File: config.mk
export PLATFORM = sky130hd
export DESIGN_NAME = btb_update_ctrl
export DESIGN_NICKNAME = d
export VERILOG_FILES = /design/src/rtl/btb_update_ctrl.sv
export SDC_FILE = /design/constraint.sdc
export NUM_CORES = 1
export LEC_CHECK = 0
export CAP_MARGIN = 10
export CORE_UTILIZATION = 48
export DETAILED_ROUTE_END_ITERATION = 8
export DONT_BUFFER_PORTS = 1
export GPL_TIMING_DRIVEN = 0
export RECOVER_POWER = 100
export SYNTH_ARGS = -nofsm -noshare
export SYNTH_HDL_FRONTEND = slang
export SYNTH_SLANG_ARGS = --single-unit
File: constraint.sdc
create_clock -name clk -period 4.25 [get_ports clk]
set_clock_uncertainty 0.1 [all_clocks]
set_input_delay 0.425 -clock clk [delete_from_list [all_inputs] [get_ports clk]]
set_output_delay 0.425 -clock clk [all_outputs]
set_load 0.05 [all_outputs]
File: src/rtl/btb_update_ctrl.sv
// BTB update sequencer: clear sweep, pending-update FIFO, 2-bit counter RMW, read-port arbitration.
// Optional BTB_UPD_STATS_EN adds wrapping activity counters.
module btb_update_ctrl #(
  parameter int IDX_W      = 6,
  parameter int TAG_W      = 24,
  parameter int FIFO_DEPTH = 4,
  parameter int STARVE_MAX = 8
) (
  input  logic                  clk,
  input  logic                  rst,
  input  logic                  flush_req,
  input  logic                  upd_valid,
  output logic                  upd_ready,
  input  logic [IDX_W-1:0]      upd_index,
  input  logic [TAG_W-1:0]      upd_tag,
  input  logic [31:0]           upd_target,
  input  logic                  upd_taken,
  input  logic                  upd_jump,
  input  logic                  fetch_rd_req,
  output logic                  fetch_stall,
  output logic                  btb_rd_en,
  output logic [IDX_W-1:0]      btb_rd_index,
  input  logic [3+32+TAG_W-1:0] btb_rd_data,
  output logic                  btb_wr_en,
  output logic [IDX_W-1:0]      btb_wr_index,
  output logic [3+32+TAG_W-1:0] btb_wr_data,
  output logic                  init_busy
`ifdef BTB_UPD_STATS_EN
  ,
  output logic [15:0]           stat_upd_cnt,
  output logic [15:0]           stat_alloc_cnt,
  output logic [15:0]           stat_steal_cnt
`endif
);

  localparam int ENT_W = 3 + 32 + TAG_W;
  localparam int Q_W   = IDX_W + TAG_W + 34;
  localparam int PTR_W = $clog2(FIFO_DEPTH);
  localparam int CNT_W = $clog2(STARVE_MAX + 1);
  localparam logic [PTR_W:0]   FULL_CNT   = FIFO_DEPTH[PTR_W:0];
  localparam logic [CNT_W-1:0] STARVE_LIM = STARVE_MAX[CNT_W-1:0];

  typedef enum logic [1:0] {S_INIT, S_IDLE, S_RD, S_WR} state_t;

  state_t             state_reg, state_next;
  logic [IDX_W-1:0]   sweep_reg;
  logic [Q_W-1:0]     fifo_mem [FIFO_DEPTH];
  logic [PTR_W-1:0]   wr_ptr_reg, rd_ptr_reg;
  logic [PTR_W:0]     count_reg;
  logic [Q_W-1:0]     work_reg;
  logic [ENT_W-1:0]   rd_data_reg;
  logic [CNT_W-1:0]   starve_reg;

  logic               fifo_full, fifo_empty, push, pop, kill;
  logic [Q_W-1:0]     head;
  logic [IDX_W-1:0]   w_index;
  logic [TAG_W-1:0]   w_tag;
  logic [31:0]        w_target;
  logic               w_taken, w_jump;
  logic [1:0]         s_state, new_state;
  logic               s_valid, hit;
  logic [TAG_W-1:0]   s_tag;
  logic               unused_rd_target;

  assign kill       = rst | flush_req;
  assign fifo_full  = (count_reg == FULL_CNT);
  assign fifo_empty = (count_reg == '0);
  assign upd_ready  = !fifo_full && (state_reg != S_INIT) && !kill;
  assign push       = upd_valid && upd_ready;
  assign pop        = (state_reg == S_RD) && !kill;
  assign head       = fifo_mem[rd_ptr_reg];

  assign {w_index, w_tag, w_target, w_taken, w_jump} = work_reg;
  assign s_state = rd_data_reg[ENT_W-1 -: 2];
  assign s_valid = rd_data_reg[ENT_W-3];
  assign s_tag   = rd_data_reg[TAG_W-1:0];
  assign hit     = s_valid && (s_tag == w_tag);
  assign unused_rd_target = ^rd_data_reg[TAG_W +: 32];

  always_comb begin
    new_state = 2'b00;
    if (w_jump)
      new_state = 2'b11;
    else if (hit)
      new_state = w_taken ? ((s_state == 2'b11) ? 2'b11 : s_state + 2'd1)
                          : ((s_state == 2'b00) ? 2'b00 : s_state - 2'd1);
    else
      new_state = w_taken ? 2'b10 : 2'b01;
  end

  // State register
  always_ff @(posedge clk) begin
    if (kill) state_reg <= S_INIT;
    else      state_reg <= state_next;
  end

  // Next-state logic
  always_comb begin
    state_next = state_reg;
    case (state_reg)
      S_INIT: if (sweep_reg == '1) state_next = S_IDLE;
      S_IDLE: if (!fifo_empty && (!fetch_rd_req || starve_reg == STARVE_LIM)) state_next = S_RD;
      S_RD:   state_next = S_WR;
      S_WR:   state_next = (!fifo_empty && !fetch_rd_req) ? S_RD : S_IDLE;
      default: state_next = S_INIT;
    endcase
  end

  // Outputs; reset forces the quiet values, flush only kills the write
  always_comb begin
    btb_rd_en    = 1'b0;
    btb_rd_index = head[Q_W-1 -: IDX_W];
    btb_wr_en    = 1'b0;
    btb_wr_index = sweep_reg;
    btb_wr_data  = '0;
    fetch_stall  = 1'b0;
    init_busy    = rst || (state_reg == S_INIT);
    case (state_reg)
      S_INIT: begin
        btb_wr_en   = 1'b1;
        fetch_stall = fetch_rd_req;
      end
      S_RD: begin
        btb_rd_en   = 1'b1;
        fetch_stall = fetch_rd_req;
      end
      S_WR: begin
        btb_wr_en    = 1'b1;
        btb_wr_index = w_index;
        btb_wr_data  = {new_state, 1'b1, w_target, w_tag};
      end
      default: ;
    endcase
    if (kill) btb_wr_en = 1'b0;
    if (rst) begin
      btb_rd_en   = 1'b0;
      fetch_stall = 1'b0;
    end
  end

  always_ff @(posedge clk) begin
    if (push) fifo_mem[wr_ptr_reg] <= {upd_index, upd_tag, upd_target, upd_taken, upd_jump};
  end

  always_ff @(posedge clk) begin
    if (kill) begin
      sweep_reg   <= '0;
      wr_ptr_reg  <= '0;
      rd_ptr_reg  <= '0;
      count_reg   <= '0;
      work_reg    <= '0;
      rd_data_reg <= '0;
      starve_reg  <= '0;
    end else begin
      if (state_reg == S_INIT) sweep_reg <= sweep_reg + 1'b1;
      if (push) wr_ptr_reg <= wr_ptr_reg + 1'b1;
      if (pop)  rd_ptr_reg <= rd_ptr_reg + 1'b1;
      count_reg <= count_reg + {{PTR_W{1'b0}}, push} - {{PTR_W{1'b0}}, pop};
      if (state_next == S_RD && state_reg != S_RD)
        starve_reg <= '0;
      else if (state_reg == S_IDLE && !fifo_empty && fetch_rd_req && starve_reg != STARVE_LIM)
        starve_reg <= starve_reg + 1'b1;
      if (pop) begin
        work_reg    <= head;
        rd_data_reg <= btb_rd_data;
      end
    end
  end

`ifdef BTB_UPD_STATS_EN
  always_ff @(posedge clk) begin
    if (kill) begin
      stat_upd_cnt   <= '0;
      stat_alloc_cnt <= '0;
      stat_steal_cnt <= '0;
    end else begin
      if (state_reg == S_WR) stat_upd_cnt <= stat_upd_cnt + 16'd1;
      if (state_reg == S_WR && !hit) stat_alloc_cnt <= stat_alloc_cnt + 16'd1;
      if (state_reg == S_RD && fetch_rd_req) stat_steal_cnt <= stat_steal_cnt + 16'd1;
    end
  end
`endif

endmodule

==> impl_metrics.ini <==
[sta]
holdWs_ps = 7.940
drv_slew = 28
fin_crit_sh = 0.9037
maxSlewHeadroom = -0.03707
hold_violations = 0
rsz0062_at_grt = false
setup_viol = 0
fmax_mhz = 260.4
worst-slew-pin-transition_ps = 1556
post-route-min-period_ps = 3841

[route]
drt_iter0_markers = 550
drt-total-wl_um = 30950
vias = 7664
firstDrtPassIters = 4
wl_per_cell_um = 21.69
drc = 0
via_per_inst = 5.371
drtAntennaViolNets = 0

[placement]
dp.cells = 1265
dpl.hpwl_um = 20420
port-buffer-count = 0
place_congestion = 0.8757
place_area_um2 = 14950

[critical_path]
path_class = flop to output port
cp-end-kind = output port
cp_slowest_cell = and2_0
cp_max_fo = 10
cpMostUsedCell = clkbuf_1
crit_path_cell_trace = ha_1, clkbuf_1, clkbuf_1, and2_0
start_kind = flop
critPathTopFamily = buffers and inverters
path_buf_inv = 2
required_ps = 3720
cp.arrival_ps = 3320
max_stage_delay_ps = 730

[layout]
fin_area_um2 = 17050
fin_nets = 1153
largest_register_ffs = 256
final_layout_size_suffix_gt1_frac = 0.1364
instances_no_fill = 1427
area_growth_pct = 18.89

[synthesis]
netlist.top_cell.by_area = edfxtp_1
netlist_instances = 877
syn_area_um2 = 14340
synth-seq-cells = 368
synthArstFlopShare = 0
yosysTopAreaCellShare = 0.5360
synthDistinctLibCells = 42
synth_ff_type = edfxtp_1
synth_fp_nets = 1019
postSynthAreaPerCell_um2 = 16.35
ys_top_cells_by_area = edfxtp_1, dfxtp_1, mux4_2
synth-seq-area-share = 0.6924
yosys_warnings = 0
synth_edf_count = 256

[power_and_ir_drop]
p_total_mw = 7.300
peakVddDrop_v = 0.0003903
pwr-share-seq = 0.524
powerDensity_nw_per_um2 = 428.2
leakagePower_nw = 5.423
pwr-share-clk = 0.458
switching_power_mw = 1.352
intPower_mw = 5.948
pwr-share-comb = 0.018
swShare = 0.1852

[floorplan]
die_h_um = 174.9
start_util = 0.4943
dieArea_um2 = 30570
core_area_um2 = 29010
die_w_um = 174.9
rows = 62
ios = 204

[clock_network]
clk_pin_slew_ps = 60
clock_latency_ps = 520
cts_max_path_buffers = 3
post_cts_resized = 0
clock-sinks = 368
cts_buffers = 38
cts_tree = done
htreeDepth = 2
clock-root-buffer = clkbuf_16
post_cts_buffers = 0

[outcome]
status = complete, but fails checks
failed_checks = capacitance limit, slew limit

[global_route]
grt_overflow = 0
antenna_found_initial = 1
grt.total_usage = 0.2073
grt_pass1_wl_um = 47590
grt_pass1_vias = 8227
grt_max_degree = 39

[run]
max_cap_viol_count = 2

[min_path]
hp-class = input port to flop
## what timing repair did
item | in CTS | in global routing
setup endpoints to repair | 0 | 0
hold buffers | 90 | 0
hold endpoints to repair | 282 | 0
## worst register-to-register path: stages (launching register included)
cell      delay [ps]
dfxtp_1          400
inv_1            100
ha_1             240
a211oi_2         910
and3_2           940
clkbuf_4         710
## cell usage after synthesis, types with 6 or more instances
| master | number |
|---|---|
| buf_4 | 9 |
| xnor2_1 | 19 |
| mux2i_1 | 93 |
| buf_2 | 13 |
| nor3_1 | 8 |
| buf_1 | 9 |
| clkbuf_1 | 20 |
| nand2_1 | 9 |
| ha_1 | 13 |
| xor2_1 | 17 |
| a21oi_1 | 6 |
| and2_1 | 60 |
| dfxtp_1 | 112 |
| and3_1 | 6 |
| mux4_2 | 64 |
| edfxtp_1 | 256 |
| mux2_2 | 6 |
| nor2_1 | 109 |
| nand4_1 | 6 |
| inv_1 | 12 |
## placed cells by master (no fill, tap or decap), types with 8 or more instances in the layout
master | netlist | layout
inv_1 | 12 | 12
nor2_1 | 109 | 109
dlygate4sd3_1 | 0 | 90
clkbuf_8 | 0 | 8
ha_1 | 13 | 13
dfxtp_1 | 112 | 112
mux2i_1 | 93 | 93
and2_0 | 0 | 58
mux4_2 | 64 | 64
clkbuf_1 | 20 | 49
nand2_1 | 9 | 9
xnor2_1 | 19 | 19
xor2_1 | 17 | 17
clkbuf_16 | 0 | 42
edfxtp_1 | 256 | 256
## cell type report
class	count	area, µm²
timing repair buffer	94	948.4
multi-input combinational	446	4143
inverter	12	45.04
clock buffer	61	1204
clock inverter	9	91.34
tap	384	480.5
buffer	51	203.9
sequential	368	9930
antenna	2	5.005
fill	2234	11960
## power groups by stage
stage          Sequential, mW  Clock [mW]  Combinational [mW]
4_1_cts                  3.83        3.41               0.133
3_3_place_gp             3.91           0              0.0387
2_1_floorplan            3.91           0              0.0257
5_1_grt                  3.83        3.55               0.141
3_5_place_dp             3.91           0              0.0394
6_report                 3.83        3.34               0.132
## routing by layer
layer	vias to the layer above	track usage	part of all wire
met1	3869	0.2561	0.41
met4	0	0.06014	0.022
met2	228	0.3613	0.50
li1	3520	-	-
met5	-	0	0
met3	47	0.04983	0.063
## path summary, 6_finish.rpt
path / to / slack (ps) / cells past startpoint / from
max: btb_wr_data[16] / 410 / 4 / state_reg[0]
min: rd_data_reg[15] / 8 / 2 / btb_rd_data[15]
max reg2reg: fifo_mem[0][37] / 450 / 5 / state_reg[0]
min reg2reg: work_reg[6] / 390 / 2 / work_reg[6]
## through the flow
step	TNS, ps	worst slack (ps)	util
finish	0	409.1	0.5877
global route	0	243.4	0.5876
CTS	0	511.0	0.5910
detailed placement	0	830.4	0.5154
global placement	-228780	-904.5	0.5109
floorplan	0	530.3	-
## cells by family after synthesis
| logic type | after synthesis | share of synthesized area |
|---|---|---|
| AND/OR/NAND/NOR | 214 | 0.07320 |
| flip-flops | 368 | 0.6924 |
| multiplexers | 163 | 0.1701 |
| AO/OA/AOI/OAI | 17 | 0.008202 |
| buffers and inverters | 63 | 0.01998 |
| adder cells (fa/ha/maj) | 16 | 0.01413 |
| XOR/XNOR | 36 | 0.02199 |
Power figures use the tool's default switching activity.
